===== src/rtl/dcache_fence_ctrl_pkg.sv =====
// rtl/dcache_fence_ctrl_pkg.sv - shared types and helpers for the fence controller
package dcache_fence_ctrl_pkg;

    typedef enum logic [2:0] {
        ST_IDLE,
        ST_DRAIN,
        ST_FLUSH,
        ST_INVAL,
        ST_ICACHE,
        ST_DONE
    } fence_state_e;

    // Bits needed to hold every value 0..max_cnt.
    function automatic int cnt_width(input int unsigned max_cnt);
        return (max_cnt < 1) ? 1 : $clog2(max_cnt + 1);
    endfunction

endpackage


===== src/rtl/dcache_fence_ctrl_st_cnt.sv =====
// rtl/dcache_fence_ctrl_st_cnt.sv - saturating outstanding-store counter with sticky error
module fence_st_cnt
    import dcache_fence_ctrl_pkg::*;
#(
    parameter int unsigned MaxCount = 7,
    parameter int          Width    = cnt_width(MaxCount)
) (
    input  logic clk,
    input  logic rst_n,
    input  logic issue,
    input  logic ack,
    output logic empty_next,
    output logic err
);

    localparam logic [Width-1:0] MaxVal = Width'(MaxCount);

    logic [Width-1:0] count;
    logic [Width-1:0] count_next;
    logic             err_set;

    always_comb begin
        count_next = count;
        err_set    = 1'b0;
        if (issue && !ack) begin
            if (count == MaxVal) err_set = 1'b1;
            else                 count_next = count + Width'(1);
        end else if (ack && !issue) begin
            if (count == '0) err_set = 1'b1;
            else             count_next = count - Width'(1);
        end
    end

    // Looking at the next value lets the drain finish in the cycle of the last ack.
    assign empty_next = (count_next == '0);

    always_ff @(posedge clk or negedge rst_n) begin
        if (!rst_n) begin
            count <= '0;
            err   <= 1'b0;
        end else begin
            count <= count_next;
            if (err_set) err <= 1'b1;
        end
    end

endmodule


===== src/rtl/dcache_fence_ctrl.sv =====
// rtl/dcache_fence_ctrl.sv - sequences store drain, dcache flush/invalidate and icache flush for fences
module dcache_fence_ctrl
    import dcache_fence_ctrl_pkg::*;
#(
    parameter bit          FlushOnFence         = 1'b1,
    parameter bit          InvalidateOnFlush    = 1'b0,
    parameter int unsigned MaxOutstandingStores = 7
) (
    input  logic clk_i,
    input  logic rst_ni,
    input  logic fence_i,
    input  logic fence_i_i,
    input  logic no_st_pending_i,
    input  logic store_issued_i,
    input  logic store_ack_i,
    output logic dcache_flush_o,
    input  logic dcache_flush_ack_i,
    output logic dcache_inval_o,
    input  logic dcache_inval_ack_i,
    output logic icache_flush_o,
    output logic stall_o,
    output logic fence_done_o,
    output logic cnt_err_o
);

    fence_state_e state;
    fence_state_e state_d;
    logic         is_fencei;
    logic         st_empty_next;

    fence_st_cnt #(
        .MaxCount (MaxOutstandingStores)
    ) u_st_cnt (
        .clk        (clk_i),
        .rst_n      (rst_ni),
        .issue      (store_issued_i),
        .ack        (store_ack_i),
        .empty_next (st_empty_next),
        .err        (cnt_err_o)
    );

    always_comb begin
        state_d = state;
        unique case (state)
            ST_IDLE:   if (fence_i || fence_i_i) state_d = ST_DRAIN;
            ST_DRAIN:  if (no_st_pending_i && st_empty_next)
                           state_d = (FlushOnFence || is_fencei) ? ST_FLUSH : ST_DONE;
            ST_FLUSH:  if (dcache_flush_ack_i)
                           state_d = InvalidateOnFlush ? ST_INVAL :
                                     is_fencei         ? ST_ICACHE : ST_DONE;
            ST_INVAL:  if (dcache_inval_ack_i)
                           state_d = is_fencei ? ST_ICACHE : ST_DONE;
            ST_ICACHE: state_d = ST_DONE;
            ST_DONE:   state_d = ST_IDLE;
            default:   state_d = ST_IDLE;
        endcase
    end

    // Request/pulse outputs are registered decodes of the state being entered.
    always_ff @(posedge clk_i or negedge rst_ni) begin
        if (!rst_ni) begin
            state          <= ST_IDLE;
            is_fencei      <= 1'b0;
            dcache_flush_o <= 1'b0;
            dcache_inval_o <= 1'b0;
            icache_flush_o <= 1'b0;
            fence_done_o   <= 1'b0;
        end else begin
            state <= state_d;
            if (state == ST_IDLE && (fence_i || fence_i_i)) is_fencei <= fence_i_i;
            dcache_flush_o <= (state_d == ST_FLUSH);
            dcache_inval_o <= (state_d == ST_INVAL);
            icache_flush_o <= (state_d == ST_ICACHE);
            fence_done_o   <= (state_d == ST_DONE);
        end
    end

    assign stall_o = (state != ST_IDLE) || fence_i || fence_i_i;

endmodule


===== config.mk =====
export PLATFORM = sky130hd
export DESIGN_NAME = dcache_fence_ctrl
export DESIGN_NICKNAME = d
export VERILOG_FILES = /design/src/rtl/dcache_fence_ctrl_pkg.sv /design/src/rtl/dcache_fence_ctrl_st_cnt.sv /design/src/rtl/dcache_fence_ctrl.sv
export SDC_FILE = /design/constraint.sdc
export NUM_CORES = 1
export LEC_CHECK = 0
export CORE_UTILIZATION = 47
export CTS_BUF_LIST = sky130_fd_sc_hd__clkbuf_16
export DETAILED_ROUTE_END_ITERATION = 8
export PLACE_DENSITY = 0.76
export SETUP_SLACK_MARGIN = 0.05
export SLEW_MARGIN = 10
export SYNTH_ARGS = -nofsm -noshare
export SYNTH_HDL_FRONTEND = slang
export SYNTH_SLANG_ARGS = --single-unit

===== constraint.sdc =====
create_clock -name clk_i -period 3.2 [get_ports clk_i]
set_clock_uncertainty 0.05 [all_clocks]
set_input_delay 0.8 -clock clk_i [delete_from_list [all_inputs] [get_ports clk_i]]
set_output_delay 0.8 -clock clk_i [all_outputs]
set_load 0.1 [all_outputs]

==> results.json, run 1 <==
{
  "period_minus_slack_ns": 2.516,
  "cts_resized": 0,
  "cts_hold_buf": 0,
  "worstHoldPathType": "register to register",
  "syn_area_um2": 659.4,
  "clockBufferDepth": 2,
  "max_stage_delay_ns": 0.51,
  "power.switching_uw": 259.2,
  "clk_transition_reported_paths_ns": 0.04,
  "io_pins": 15,
  "vias": 550,
  "synth_seq_cells": 12,
  "overflow": 0,
  "antenna_cells": 0,
  "dieArea_um2": 1557,
  "crit_path_top_delay_cell": "clkdlybuf4s50_1",
  "gp_congestion": 0.7723,
  "grt_busiest_layer": "met2",
  "die_h_um": 39.46,
  "tns_ns": 0,
  "pwr-share-seq_pct": 31.5,
  "drt_wl_total_um": 1409,
  "syn_nets": 83,
  "final_antenna_net_count": 0,
  "internal_power_uw": 452.1,
  "setup_violations": 0,
  "numCtsBuffers": 3,
  "die_width_um": 39.46,
  "drv_slew": 0,
  "ir_worst_vdd_v": 0.0004758,
  "critPathRequiredTime_ns": 3.32,
  "max-slew-margin-rel_pct": 65.01,
  "power_uw": 711.3,
  "critPathMaxFanout": 7,
  "start_util_pct": 50.67,
  "switching_share_pct": 36.45,
  "htreeDepth": 1,
  "cp-end-kind": "register",
  "power.density_nw_per_um2": 798.4,
  "yosysTopAreaCell": "dfrtp_1",
  "worstSetupStartpointType": "primary input",
  "cp_cell_sequence": "clkdlybuf4s50_1 -> a21o_1 -> a222oi_1 -> nand2_1 -> or4_1 -> nand3b_1",
  "cap_violations": 0,
  "fillerInstances": 104,
  "timing.final.crit_share_pct": 78.62,
  "dp_hpwl_um": 965,
  "drive_above_1_share_pct": 12.50,
  "synth_area_leaders": "dfrtp_1 (46%), ha_1 (5.7%), nand2_1 (5.1%)",
  "yosysWarnings": 0,
  "use_met3_pct": 8.523,
  "std_cell_rows": 13,
  "fmax_ghz": 0.3975,
  "layout.nets": 101,
  "drt_pass1_iterations": 4,
  "first_iter_violations": 10,
  "clockPowerShare_pct": 31.6,
  "area_growth_pct": 35.10,
  "hold_viol": 0,
  "grt_pass1_vias": 483,
  "core_um2": 1301,
  "pwr-share-comb_pct": 36.9,
  "synth_top_area_share_pct": 45.54,
  "cts_setup_buffers": 0,
  "outcome": "completed",
  "grtUsageMet2_pct": 32.79,
  "rsz0062_at_grt": "no",
  "route.detailed.wl_per_inst_um": 13.68,
  "grt_use_met1_pct": 27.54,
  "vias_per_cell": 5.340,
  "synth_cell_types": 27,
  "power.leakage_uw": 0.0004360,
  "grtUsageTotal_pct": 21.63,
  "clock_sinks": 12,
  "antenna_found_initial": 0,
  "critical_path_class": "primary input to register",
  "grt_pass1_wl_um": 2090,
  "avgSynthCellArea_um2": 9.287,
  "rrSetupSlack_ns": 1.09,
  "grt_max_degree": 13,
  "worstMarginPinSlew_ns": 0.5232,
  "cts_tree": "built",
  "port_buffers": 14,
  "arrival_ns": 2.63,
  "clock_latency_ns": 0.24,
  "drc": 0,
  "synth-seq-area-share_pct": 45.54,
  "synthCells": 71,
  "cts-root-buf": "clkbuf_16"
}
-- registers in the layout, summed over array words and instances (netlist names) --
name,count
dcache_flush_o,1
icache_flush_o,1
fence_done_o,1
dcache_inval_o,1
u_st_cnt.count,3
is_fencei,1
u_st_cnt.err,1
state,3
-- final cells by class --
class	instances	area, um^2	share of cell area, %
multi-input cells	50	325.3	36.52
flip-flops and latches	12	300.3	33.71
repair buffers	14	137.6	15.45
clock buffers	3	75.07	8.427
inverters	8	30.03	3.371
well taps	15	18.77	2.107
clock inverters	1	3.754	0.4213
-- power by group through the flow --
stage / logic, uW / clock network (uW) / registers, uW
5_1_grt: 288 / 234 / 229
3_3_place_gp: 250 / 0 / 221
3_5_place_dp: 253 / 0 / 224
2_1_floorplan: 165 / 0 / 245
6_report: 262 / 225 / 224
4_1_cts: 260 / 231 / 223
-- worst max-delay path: cells and delay by family --
| family | cells | cell delay (ns) |
|---|---|---|
| simple gates | 3 | 0.74 |
| compound gates | 2 | 0.59 |
| buf+inv | 1 | 0.51 |
-- layer usage --
layer | share of wire (%) | vias up
met2 | 49 | 11
met5 | 0 | -
met4 | 0.57 | 0
li1 | - | 277
met3 | 3.8 | 2
met1 | 46 | 260
-- path summary, 6_finish.rpt --
path	from	end	cells after the start
worst min-delay path	u_st_cnt.err$_DFFE_PN0P_	u_st_cnt.err$_DFFE_PN0P_	1
min in group asynchronous	rst_ni	fence_done_o$_DFF_PN0_	1
max in group asynchronous	rst_ni	dcache_flush_o$_DFF_PN0_	1
worst max register to register	u_st_cnt.count[0]$_DFF_PN0_	state[1]$_DFF_PN0_	6
worst min register to register	u_st_cnt.err$_DFFE_PN0P_	u_st_cnt.err$_DFFE_PN0P_	1
worst max-delay path	store_issued_i	state[1]$_DFF_PN0_	6
-- through the flow --
step | area (um^2) | util (%) | setup WS [ns] | instances | hold WS (ns)
after global placement | 812.0 | 62.40 | 0.5260 | 99 | 0.4320
after global routing | 890.9 | 68.46 | 0.6080 | 103 | 0.4710
final | 890.9 | 68.46 | 0.6842 | 103 | 0.4607
after floorplan | 659.4 | - | 0.8827 | 71 | 0.4544
after CTS | 890.9 | 68.46 | 0.6962 | 103 | 0.4600
after detailed placement | 812.0 | 62.40 | 0.4926 | 99 | 0.4506
-- Yosys cell counts (all sizes together) --
| cell | instances |
|---|---|
| o211ai | 2 |
| or4b | 1 |
| nor3 | 3 |
| a222oi | 1 |
| nor2 | 6 |
| a21oi | 3 |
| a21o | 2 |
| ha | 3 |
| o21ai | 1 |
| a2bb2oi | 2 |
| and2 | 1 |
| clkbuf | 1 |
| xnor2 | 1 |
| a31oi | 1 |
| nor2b | 5 |
| o211a | 1 |
| nand2 | 9 |
| nand2b | 2 |
| nand3 | 1 |
| dfrtp | 12 |
| inv | 8 |
| a221o | 1 |
| nor3b | 1 |
| or4 | 1 |
| nand3b | 1 |
| o32a | 1 |
-- kinds of logic (layout without fill, tap and decap cells) --
group | after synthesis | count (layout) | share of synthesized area [%]
AOI/OAI and AO/OA | 15 | 15 | 18.21
and+or+nand+nor | 31 | 31 | 24.10
xor gates and xnor gates | 1 | 1 | 1.329
buffers and inverters | 9 | 26 | 5.123
DFF | 12 | 12 | 45.54
adders and majority gates | 3 | 3 | 5.693
-- placed cells by master (no fill, tap or decap), types with 2 or more instances in the layout --
master,count
nor2_1,6
o211ai_1,2
nor3_1,3
dfrtp_1,12
buf_4,5
a21oi_1,3
nand2b_1,2
nor2b_1,5
nand2_1,9
ha_1,3
clkbuf_16,3
inv_1,8
a21o_1,2
clkdlybuf4s50_1,8
Power figures use the tool's default switching activity.
==> inputs of run 2 (changes only) <==
==> constraint.sdc (replaced) <==
create_clock -name clk_i -period 2.51 [get_ports clk_i]
set_clock_uncertainty 0.05 [all_clocks]
set_input_delay 0.6275 -clock clk_i [delete_from_list [all_inputs] [get_ports clk_i]]
set_output_delay 0.6275 -clock clk_i [all_outputs]
set_load 0.1 [all_outputs]
==> results.json, run 2 (synthesized netlist as in run 1, its figures left out) <==
{
  "outcome": "completed",
  "antenna_found_initial": 0,
  "cp-end-kind": "register",
  "crit_path_top_delay_cell": "or4_1",
  "worstHoldPathType": "register to register",
  "final_cell_mix": "dfrtp_1 (12), nand2_1 (9), buf_4 (9)",
  "whs_ns": 0.4480,
  "internal_power_uw": 604.0,
  "vias_per_cell": 5.206,
  "power.switching_uw": 321.2,
  "start_util_pct": 50.67,
  "clock_sinks": 12,
  "cp_cell_sequence": "clkdlybuf4s50_1 -> a21o_1 -> a222oi_1 -> nand2_1 -> or4_1 -> nand3b_1",
  "grt_max_degree": 13,
  "tns_ns": 0,
  "crit_buf_inv": 1,
  "hold_viol": 0,
  "drt_pass1_iterations": 4,
  "cts_hold_buf": 0,
  "clk_transition_reported_paths_ns": 0.04,
  "max_stage_delay_ns": 0.51,
  "reg_top3": "state (3), u_st_cnt.count (3)",
  "numCtsBuffers": 3,
  "clock_latency_ns": 0.24,
  "power.density_nw_per_um2": 1005,
  "gp_congestion": 0.7816,
  "timing.final.crit_share_pct": 90.71,
  "fmax_ghz": 0.4392,
  "drv_slew": 0,
  "drive_above_1_share_pct": 16.30,
  "drt_wl_total_um": 1269,
  "clockBufferDepth": 2,
  "antenna_cells": 0,
  "overflow": 0,
  "dp_hpwl_um": 990,
  "rsz0062_at_grt": "no",
  "final_common_cell": "dfrtp_1",
  "setup_violations": 0,
  "period_minus_slack_ns": 2.277,
  "fillerInstances": 100,
  "dieArea_um2": 1557,
  "port_buffers": 14,
  "critPathMaxFanout": 6,
  "drc": 0,
  "pwr-share-comb_pct": 39.1,
  "power.leakage_uw": 0.0004551,
  "pwr-share-seq_pct": 30.3,
  "cts_resized": 0,
  "critPathRequiredTime_ns": 2.63,
  "io_pins": 15,
  "clockPowerShare_pct": 30.6,
  "cp_top_family": "simple AND/OR/NAND/NOR gates",
  "cts_tree": "built",
  "arrival_ns": 2.40,
  "max-slew-margin-rel_pct": 65.36,
  "grt_pass1_vias": 507,
  "worstMarginPinSlew_ns": 0.5180,
  "final_antenna_net_count": 0,
  "vias": 557,
  "ir_worst_vdd_v": 0.0006388,
  "std_cell_rows": 13,
  "layout.nets": 105,
  "area_growth_pct": 39.66,
  "cts-root-buf": "clkbuf_16",
  "first_iter_violations": 7,
  "core_um2": 1301,
  "worstSetupStartpointType": "primary input",
  "power_uw": 925.1,
  "critical_path_class": "primary input to register",
  "cts_setup_buffers": 0,
  "die_width_um": 39.46,
  "cap_violations": 0,
  "die_h_um": 39.46,
  "route.detailed.wl_per_inst_um": 11.86,
  "switching_share_pct": 34.71,
  "grtUsageTotal_pct": 20.05,
  "grt_pass1_wl_um": 1994,
  "htreeDepth": 1,
  "post-route-util_pct": 70.77
}
==> run 2: changes by cell type in the layout (fill, tap and decap cells not counted) <==
cell   previous run  this run
buf_4             5         9
==> run 2: worst reg2reg max path, cell delays in order (launching register included) <==
cell and delay [ns]:
dfrtp_1 0.40, ha_1 0.25, a21o_1 0.18, a222oi_1 0.37
nand2_1 0.11, or4_1 0.51, nand3b_1 0.10
==> run 2: final timing paths <==
kind / start / to / slack, ns / cells past startpoint
max in group asynchronous: rst_ni / dcache_flush_o$_DFF_PN0_ / 1.38 / 1
max reg2reg: u_st_cnt.count[0]$_DFF_PN0_ / state[1]$_DFF_PN0_ / 0.47 / 6
max: store_issued_i / state[1]$_DFF_PN0_ / 0.23 / 6
min: u_st_cnt.err$_DFFE_PN0P_ / u_st_cnt.err$_DFFE_PN0P_ / 0.45 / 1
min in group asynchronous: rst_ni / is_fencei$_DFFE_PN0P_ / 0.69 / 1
min reg2reg: u_st_cnt.err$_DFFE_PN0P_ / u_st_cnt.err$_DFFE_PN0P_ / 0.45 / 1
==> run 2: routing by layer <==
metal	vias to the layer above	global-route usage, %	wire, um
met4	0	5.172	15
li1	290	-	-
met2	8	31.97	613
met3	2	8.523	38
met1	257	24.55	602
met5	-	0	0
==> run 2: power groups by stage <==
stage	registers, uW	clock network (uW)	logic, uW
final	280	283	362
after global routing	285	303	401
after CTS	279	287	362
after detailed placement	281	0	355
after global placement	281	0	350
after floorplan	313	0	210
==> run 2: per-stage QoR <==
step                area, um^2  setup slack, ns  instances
global placement         842.1          0.03280        103
global route             920.9          0.07496        107
CTS                      920.9           0.2362        107
finish                   920.9           0.2333        107
floorplan                659.4           0.4580         71
detailed placement       842.1        -0.002550        103
==> run 2: final cells by class <==
class | instances | area (um^2) | area share [%]
multi-input cells | 50 | 325.3 | 35.33
flip-flops and latches | 12 | 300.3 | 32.61
repair buffers | 18 | 167.7 | 18.21
clock buffers | 3 | 75.07 | 8.152
inverters | 8 | 30.03 | 3.261
well taps | 15 | 18.77 | 2.038
clock inverters | 1 | 3.754 | 0.4076
